===== src/rtl/key_debounce_filter_pkg.sv =====
// Shared state encodings and default timing constants for the push-button front end.
package key_debounce_filter_pkg;

  localparam int KEY_STATE_WIDTH = 3;

  typedef enum logic [KEY_STATE_WIDTH-1:0] {
    KEY_IDLE      = 3'd0,
    KEY_PRESS_CHK = 3'd1,
    KEY_PRESSED   = 3'd2,
    KEY_LONG      = 3'd3,
    KEY_REL_CHK   = 3'd4
  } key_state_e;

  localparam int DEF_DEBOUNCE_CYCLES   = 2_000_000;
  localparam int DEF_LONG_PRESS_CYCLES = 300_000_000;

endpackage


===== src/rtl/sync_2ff.sv =====
// Two-flop synchronizer for a single asynchronous input; latency 2 clk edges.
// RST_VAL sets the level both flops take on reset.
module sync_2ff #(
  parameter logic RST_VAL = 1'b0
) (
  input  logic clk,
  input  logic rst,
  input  logic d,
  output logic q
);

  logic meta;

  always_ff @(posedge clk) begin
    if (rst) begin
      meta <= RST_VAL;
      q    <= RST_VAL;
    end else begin
      meta <= d;
      q    <= meta;
    end
  end

endmodule


===== src/rtl/key_debounce_filter.sv =====
// Button conditioner: sync + stability filter, press/release/long-press pulses.
// Press/release pulses land DEBOUNCE_CYCLES+2 edges after a steady input change.
module key_debounce_filter
  import key_debounce_filter_pkg::*;
#(
  parameter int DEBOUNCE_CYCLES   = DEF_DEBOUNCE_CYCLES,
  parameter int LONG_PRESS_CYCLES = DEF_LONG_PRESS_CYCLES,
  parameter bit BTN_ACTIVE_HIGH   = 1'b1
) (
  input  logic clk,
  input  logic rst,
  input  logic key_raw,
  output logic key_level,
  output logic key_press_pulse,
  output logic key_release_pulse,
  output logic key_long_pulse,
  output logic key_long_held
);

  localparam int DW = $clog2(DEBOUNCE_CYCLES);
  localparam int HW = $clog2(LONG_PRESS_CYCLES);
  localparam logic [DW-1:0] DEB_LAST  = DW'(DEBOUNCE_CYCLES - 1);
  localparam logic [HW-1:0] HOLD_LAST = HW'(LONG_PRESS_CYCLES - 1);

  logic key_pin;
  logic key_s;

  // Polarity is corrected before the synchronizer so its reset level is always "released".
  assign key_pin = BTN_ACTIVE_HIGH ? key_raw : ~key_raw;

  sync_2ff #(.RST_VAL(1'b0)) u_sync (
    .clk (clk),
    .rst (rst),
    .d   (key_pin),
    .q   (key_s)
  );

  key_state_e    state, state_nxt;
  logic [DW-1:0] deb_cnt, deb_nxt;
  logic [HW-1:0] hold_cnt, hold_nxt;
  logic          long_fired, long_fired_nxt;
  logic          level_nxt, press_nxt, release_nxt, long_nxt, held_nxt;

  always_ff @(posedge clk) begin
    if (rst) begin
      state             <= KEY_IDLE;
      deb_cnt           <= '0;
      hold_cnt          <= '0;
      long_fired        <= 1'b0;
      key_level         <= 1'b0;
      key_press_pulse   <= 1'b0;
      key_release_pulse <= 1'b0;
      key_long_pulse    <= 1'b0;
      key_long_held     <= 1'b0;
    end else begin
      state             <= state_nxt;
      deb_cnt           <= deb_nxt;
      hold_cnt          <= hold_nxt;
      long_fired        <= long_fired_nxt;
      key_level         <= level_nxt;
      key_press_pulse   <= press_nxt;
      key_release_pulse <= release_nxt;
      key_long_pulse    <= long_nxt;
      key_long_held     <= held_nxt;
    end
  end

  always_comb begin
    state_nxt      = state;
    deb_nxt        = deb_cnt;
    hold_nxt       = hold_cnt;
    long_fired_nxt = long_fired;
    level_nxt      = key_level;
    held_nxt       = key_long_held;
    press_nxt      = 1'b0;
    release_nxt    = 1'b0;
    long_nxt       = 1'b0;

    case (state)
      KEY_IDLE: begin
        level_nxt = 1'b0;
        if (key_s) begin
          state_nxt = KEY_PRESS_CHK;
          deb_nxt   = DW'(1);
        end else begin
          deb_nxt   = '0;
        end
      end

      KEY_PRESS_CHK: begin
        if (!key_s) begin
          state_nxt = KEY_IDLE;
          deb_nxt   = '0;
        end else if (deb_cnt == DEB_LAST) begin
          state_nxt = KEY_PRESSED;
          level_nxt = 1'b1;
          press_nxt = 1'b1;
          hold_nxt  = '0;
          deb_nxt   = '0;
        end else begin
          deb_nxt   = deb_cnt + DW'(1);
        end
      end

      KEY_PRESSED: begin
        // Saturates at the terminal count so a paused hold can resume without wrapping.
        if (hold_cnt != HOLD_LAST) hold_nxt = hold_cnt + HW'(1);
        if (!key_s) begin
          state_nxt      = KEY_REL_CHK;
          deb_nxt        = DW'(1);
        end else if (hold_cnt == HOLD_LAST) begin
          state_nxt      = KEY_LONG;
          long_nxt       = 1'b1;
          held_nxt       = 1'b1;
          long_fired_nxt = 1'b1;
        end
      end

      KEY_LONG: begin
        if (!key_s) begin
          state_nxt = KEY_REL_CHK;
          deb_nxt   = DW'(1);
        end
      end

      KEY_REL_CHK: begin
        if (key_s) begin
          state_nxt = long_fired ? KEY_LONG : KEY_PRESSED;
          deb_nxt   = '0;
        end else if (deb_cnt == DEB_LAST) begin
          state_nxt      = KEY_IDLE;
          level_nxt      = 1'b0;
          held_nxt       = 1'b0;
          long_fired_nxt = 1'b0;
          release_nxt    = 1'b1;
          deb_nxt        = '0;
        end else begin
          deb_nxt        = deb_cnt + DW'(1);
        end
      end

      default: begin
        state_nxt = KEY_IDLE;
        deb_nxt   = '0;
        level_nxt = 1'b0;
        held_nxt  = 1'b0;
      end
    endcase
  end

endmodule


===== config.mk =====
export PLATFORM = sky130hd
export DESIGN_NAME = key_debounce_filter
export DESIGN_NICKNAME = d
export VERILOG_FILES = /design/src/rtl/key_debounce_filter_pkg.sv /design/src/rtl/sync_2ff.sv /design/src/rtl/key_debounce_filter.sv
export SDC_FILE = /design/constraint.sdc
export NUM_CORES = 1
export LEC_CHECK = 0
export ABC_CLOCK_PERIOD_IN_PS = 4300
export BUFFER_PORTS_ARGS = -buffer_cell sky130_fd_sc_hd__buf_2
export CAP_MARGIN = 10
export CORE_ASPECT_RATIO = 1.25
export CORE_UTILIZATION = 50
export CTS_CLUSTER_SIZE = 16
export DETAILED_ROUTE_END_ITERATION = 16
export PLACE_DENSITY = 0.66
export SETUP_SLACK_MARGIN = 0.05
export SYNTH_ARGS = -nofsm -noshare
export SYNTH_HDL_FRONTEND = slang
export SYNTH_SLANG_ARGS = --single-unit
export TNS_END_PERCENT = 30

===== constraint.sdc =====
create_clock -name clk -period 4.3 [get_ports clk]
set_input_delay 0.43 -clock clk [delete_from_list [all_inputs] [get_ports clk]]
set_output_delay 0.43 -clock clk [all_outputs]
set_load 0.01 [all_outputs]

==> flow_metrics.env <==
export IMPL_synth_ff_type="dfxtp_1"
export IMPL_hp_start="key_raw"
export IMPL_worst_setup_hold_path_clk_slew_ns=0.07
export IMPL_power_after_layout_w=0.0009990
export IMPL_top_layer_used="met4"
export IMPL_wl_um=6952
export IMPL_power_combinational_fraction_pct=1.7
export IMPL_setup_repair_after_global_routing_missed_its_margin="no"
export IMPL_netlist_instances=392
export IMPL_hold_violations=0
export IMPL_drt_wirelength_per_cell_um=14.57
export IMPL_tritoncts_clock_tree="yes"
export IMPL_clock_fmax_ghz=0.3503
export IMPL_layout_common_cells="dfxtp_1, nor2_1, a21oi_1"
export IMPL_final_period_minus_worst_setup_slack_ns=2.855
export IMPL_die_height_um=90.56
export IMPL_die_extent_in_x_um=72.85
export IMPL_synthToLayoutAreaGrowth_pct=6.741
export IMPL_dr_total_vias=2831
export IMPL_cts_root_buffer_cell="clkbuf_8"
export IMPL_worstHoldPathType="in2reg"
export IMPL_slew_at_the_pin_closest_to_its_max_slew_limit_ns=0.8660
export IMPL_port_buffer_count=7
export IMPL_total_setup_violations_reported_at_the_end_of_the_flow=0
export IMPL_route_antenna_remaining_nets=0
export IMPL_top_level_ports=8
export IMPL_number_of_antenna_violations_at_the_first_check_in_global_routing=0
export IMPL_cts_buffers=9
export IMPL_met3_wirelength_um=229
export IMPL_synth_top_cell_area_share_pct=38.93
export IMPL_detailroute_wirelength_met2_um=3393
export IMPL_max_clock_path_buffers=2
export IMPL_status="finished clean"
export IMPL_critical_path_arrival_ns=3.09
export IMPL_syn_warnings=0
export IMPL_slew_limit_headroom_pct=42.13
export IMPL_final_net_count=397
export IMPL_ir_drop_mv=0.1660
export IMPL_detail_route_first_pass_iterations=4
export IMPL_syn_area_mm2=0.003137
export IMPL_worstSkewPairLatency_ns=0.34
export IMPL_setup_total_negative_slack_ns=0
export IMPL_cts_repair_resized=0
export IMPL_antennaDiodeCount=0
export IMPL_swShare_pct=22.92
export IMPL_placeableCoreArea_mm2=0.005934
export IMPL_grt_use_total_pct=23.05
export IMPL_synthesis_area_per_instance_um2=8.002
export IMPL_dpl_worst_slack_ns=1.400
export IMPL_synth_fp_nets=397
export IMPL_timing_critical_path_required_ns=4.53
export IMPL_power_dens_cells_mw_per_mm2=298.4
export IMPL_synth_edff_count=0
export IMPL_cts_htree_levels=3
export IMPL_pnr_worst_setup_slack_ns=1.445
export IMPL_post_synth_top_area_cell="dfxtp_1"
export IMPL_grt_first_pass_wirelength_um=11830
export IMPL_power_leakage_nw=1.035
export IMPL_net_switching_power_w=0.0002289
export IMPL_final_layout_size_suffix_gt1_share_pct=8.354
export IMPL_report_final_slew_viol_count=0
export IMPL_netlist_cell_type_count=50
export IMPL_place_congestion=0.7706
export IMPL_ys_async_sr_fraction_pct=0
export IMPL_p_int_w=0.0007700
export IMPL_whs_ns=0.3016
export IMPL_detail_route_drc_violations=0
export IMPL_final_period_utilization_pct=66.38
export IMPL_ys_ff_latch=61
export IMPL_starting_utilization_of_the_core_area_pct=52.86
export IMPL_grt_pass1_vias=2591
export IMPL_power_share_sequential_pct=56.9
export IMPL_startpoint_to_endpoint_class_of_the_critical_path="reg2reg"
export IMPL_hpwl_um=4652
export IMPL_maxCapViolCount=0
export IMPL_cts_repair_timing_setup_buffer_count=0
export IMPL_critical_path_peak_fanout=26
export IMPL_detailedRoute_firstIterationViolations=143
export IMPL_pwr_share_clk_pct=41.4
export IMPL_floorplan_die_area_mm2=0.006596
export IMPL_placementRows=31
export IMPL_grt_max_degree=36
export IMPL_cts_hold_buffers=0
export IMPL_worst_setup_start_kind="flip-flop"
export IMPL_grt_overflow=0
export IMPL_cp_startpoint="deb_cnt[9]"
export IMPL_r2r_start="deb_cnt[9]"
export IMPL_layout_cells_most_common="dfxtp_1"
export IMPL_ys_seq_area_share_pct=38.93
export IMPL_skew_ns=0.009508
export IMPL_synth_top_cells_by_area="dfxtp_1, nor2_1, a21oi_1"
export IMPL_met1_length_um=3114
export IMPL_cts_num_sinks=61
export IMPL_detail_route_vias_per_cell=5.935
export IMPL_critical_path_endpoint_type="flip-flop"
-- sequential cells by signal (all words and copies together) (netlist names) --
register,count
key_long_pulse,1
long_fired,1
key_release_pulse,1
key_level,1
hold_cnt,29
key_long_held,1
deb_cnt,21
u_sync.q,1
state,3
key_press_pulse,1
u_sync.meta,1
-- worst paths after layout --
| kind | to | cells after the start | slack [ns] |
|---|---|---|---|
| worst max-delay path | hold_cnt[16] | 6 | 1.45 |
| worst min-delay path | u_sync.meta | 2 | 0.30 |
| worst min register to register | u_sync.q | 1 | 0.45 |
| worst max register to register | hold_cnt[16] | 6 | 1.45 |
-- cell usage after synthesis, types with 3 or more instances --
cell / instances
nand3b_1: 3
clkbuf_1: 14
a31oi_1: 5
nand3_1: 25
nor2_1: 47
nand4_1: 14
and4_1: 5
nor4b_1: 3
o31ai_1: 3
or4_1: 5
or3_1: 9
xnor2_1: 17
o211ai_1: 3
and3_1: 9
a211oi_1: 4
nor2b_1: 3
o21ai_0: 16
nand4b_1: 4
buf_2: 5
nor3_1: 15
nand2b_1: 3
nor4_1: 5
nand2_1: 32
a311oi_1: 8
and2_1: 4
o211a_1: 3
inv_1: 7
dfxtp_1: 61
a21oi_1: 34
-- cell families after synthesis --
| family | after synthesis | synth area share [%] |
|---|---|---|
| AO/OA/AOI/OAI | 89 | 18.19 |
| adder cells (fa/ha/maj) | 2 | 0.7976 |
| multiplexers | 1 | 0.3191 |
| XOR/XNOR | 17 | 4.747 |
| buffers and inverters | 28 | 4.029 |
| flip-flops | 61 | 38.93 |
| AND/OR/NAND/NOR | 194 | 32.99 |
-- power groups by stage --
stage	registers, W	logic, W	clock network (W)
2_1_floorplan	0.000580	0.0000151	0
3_3_place_gp	0.000581	0.0000174	0
3_5_place_dp	0.000581	0.0000174	0
4_1_cts	0.000569	0.0000174	0.000424
5_1_grt	0.000569	0.0000194	0.000454
6_report	0.000569	0.0000170	0.000413
-- routing by layer --
layer | track usage [%] | up-vias
met2 | 36.53 | 40
li1 | - | 1449
met3 | 4.353 | 17
met5 | 0 | -
met1 | 28.04 | 1325
met4 | 14.87 | 0
-- cell type report --
class	count	area, um^2
clock inverter	3	15.01
fill	561	2586
clock buffer	11	131.4
sequential	61	1221
timing repair buffer	10	57.56
inverter	7	26.28
tap	82	102.6
multi-input combinational	303	1794
-- worst max-delay path: stages (launching register included) --
cell and delay (ns):
dfxtp_1 0.38, or4b_4 0.57, or4_1 0.48, or3_1 0.38
nand2_1 0.65, or4_1 0.23, nand2_1 0.05
-- stage by stage --
| step | cell area, um^2 | cells | utilization [%] |
|---|---|---|---|
| 2_1_floorplan | 3137 | 392 | - |
| 3_3_place_gp | 3202 | 463 | 53.95 |
| 3_5_place_dp | 3202 | 463 | 53.95 |
| 4_1_cts | 3348 | 477 | 56.42 |
| 5_1_grt | 3348 | 477 | 56.42 |
| 6_report | 3348 | 477 | 56.42 |
Note: power is estimated with default switching activity, not from simulation.
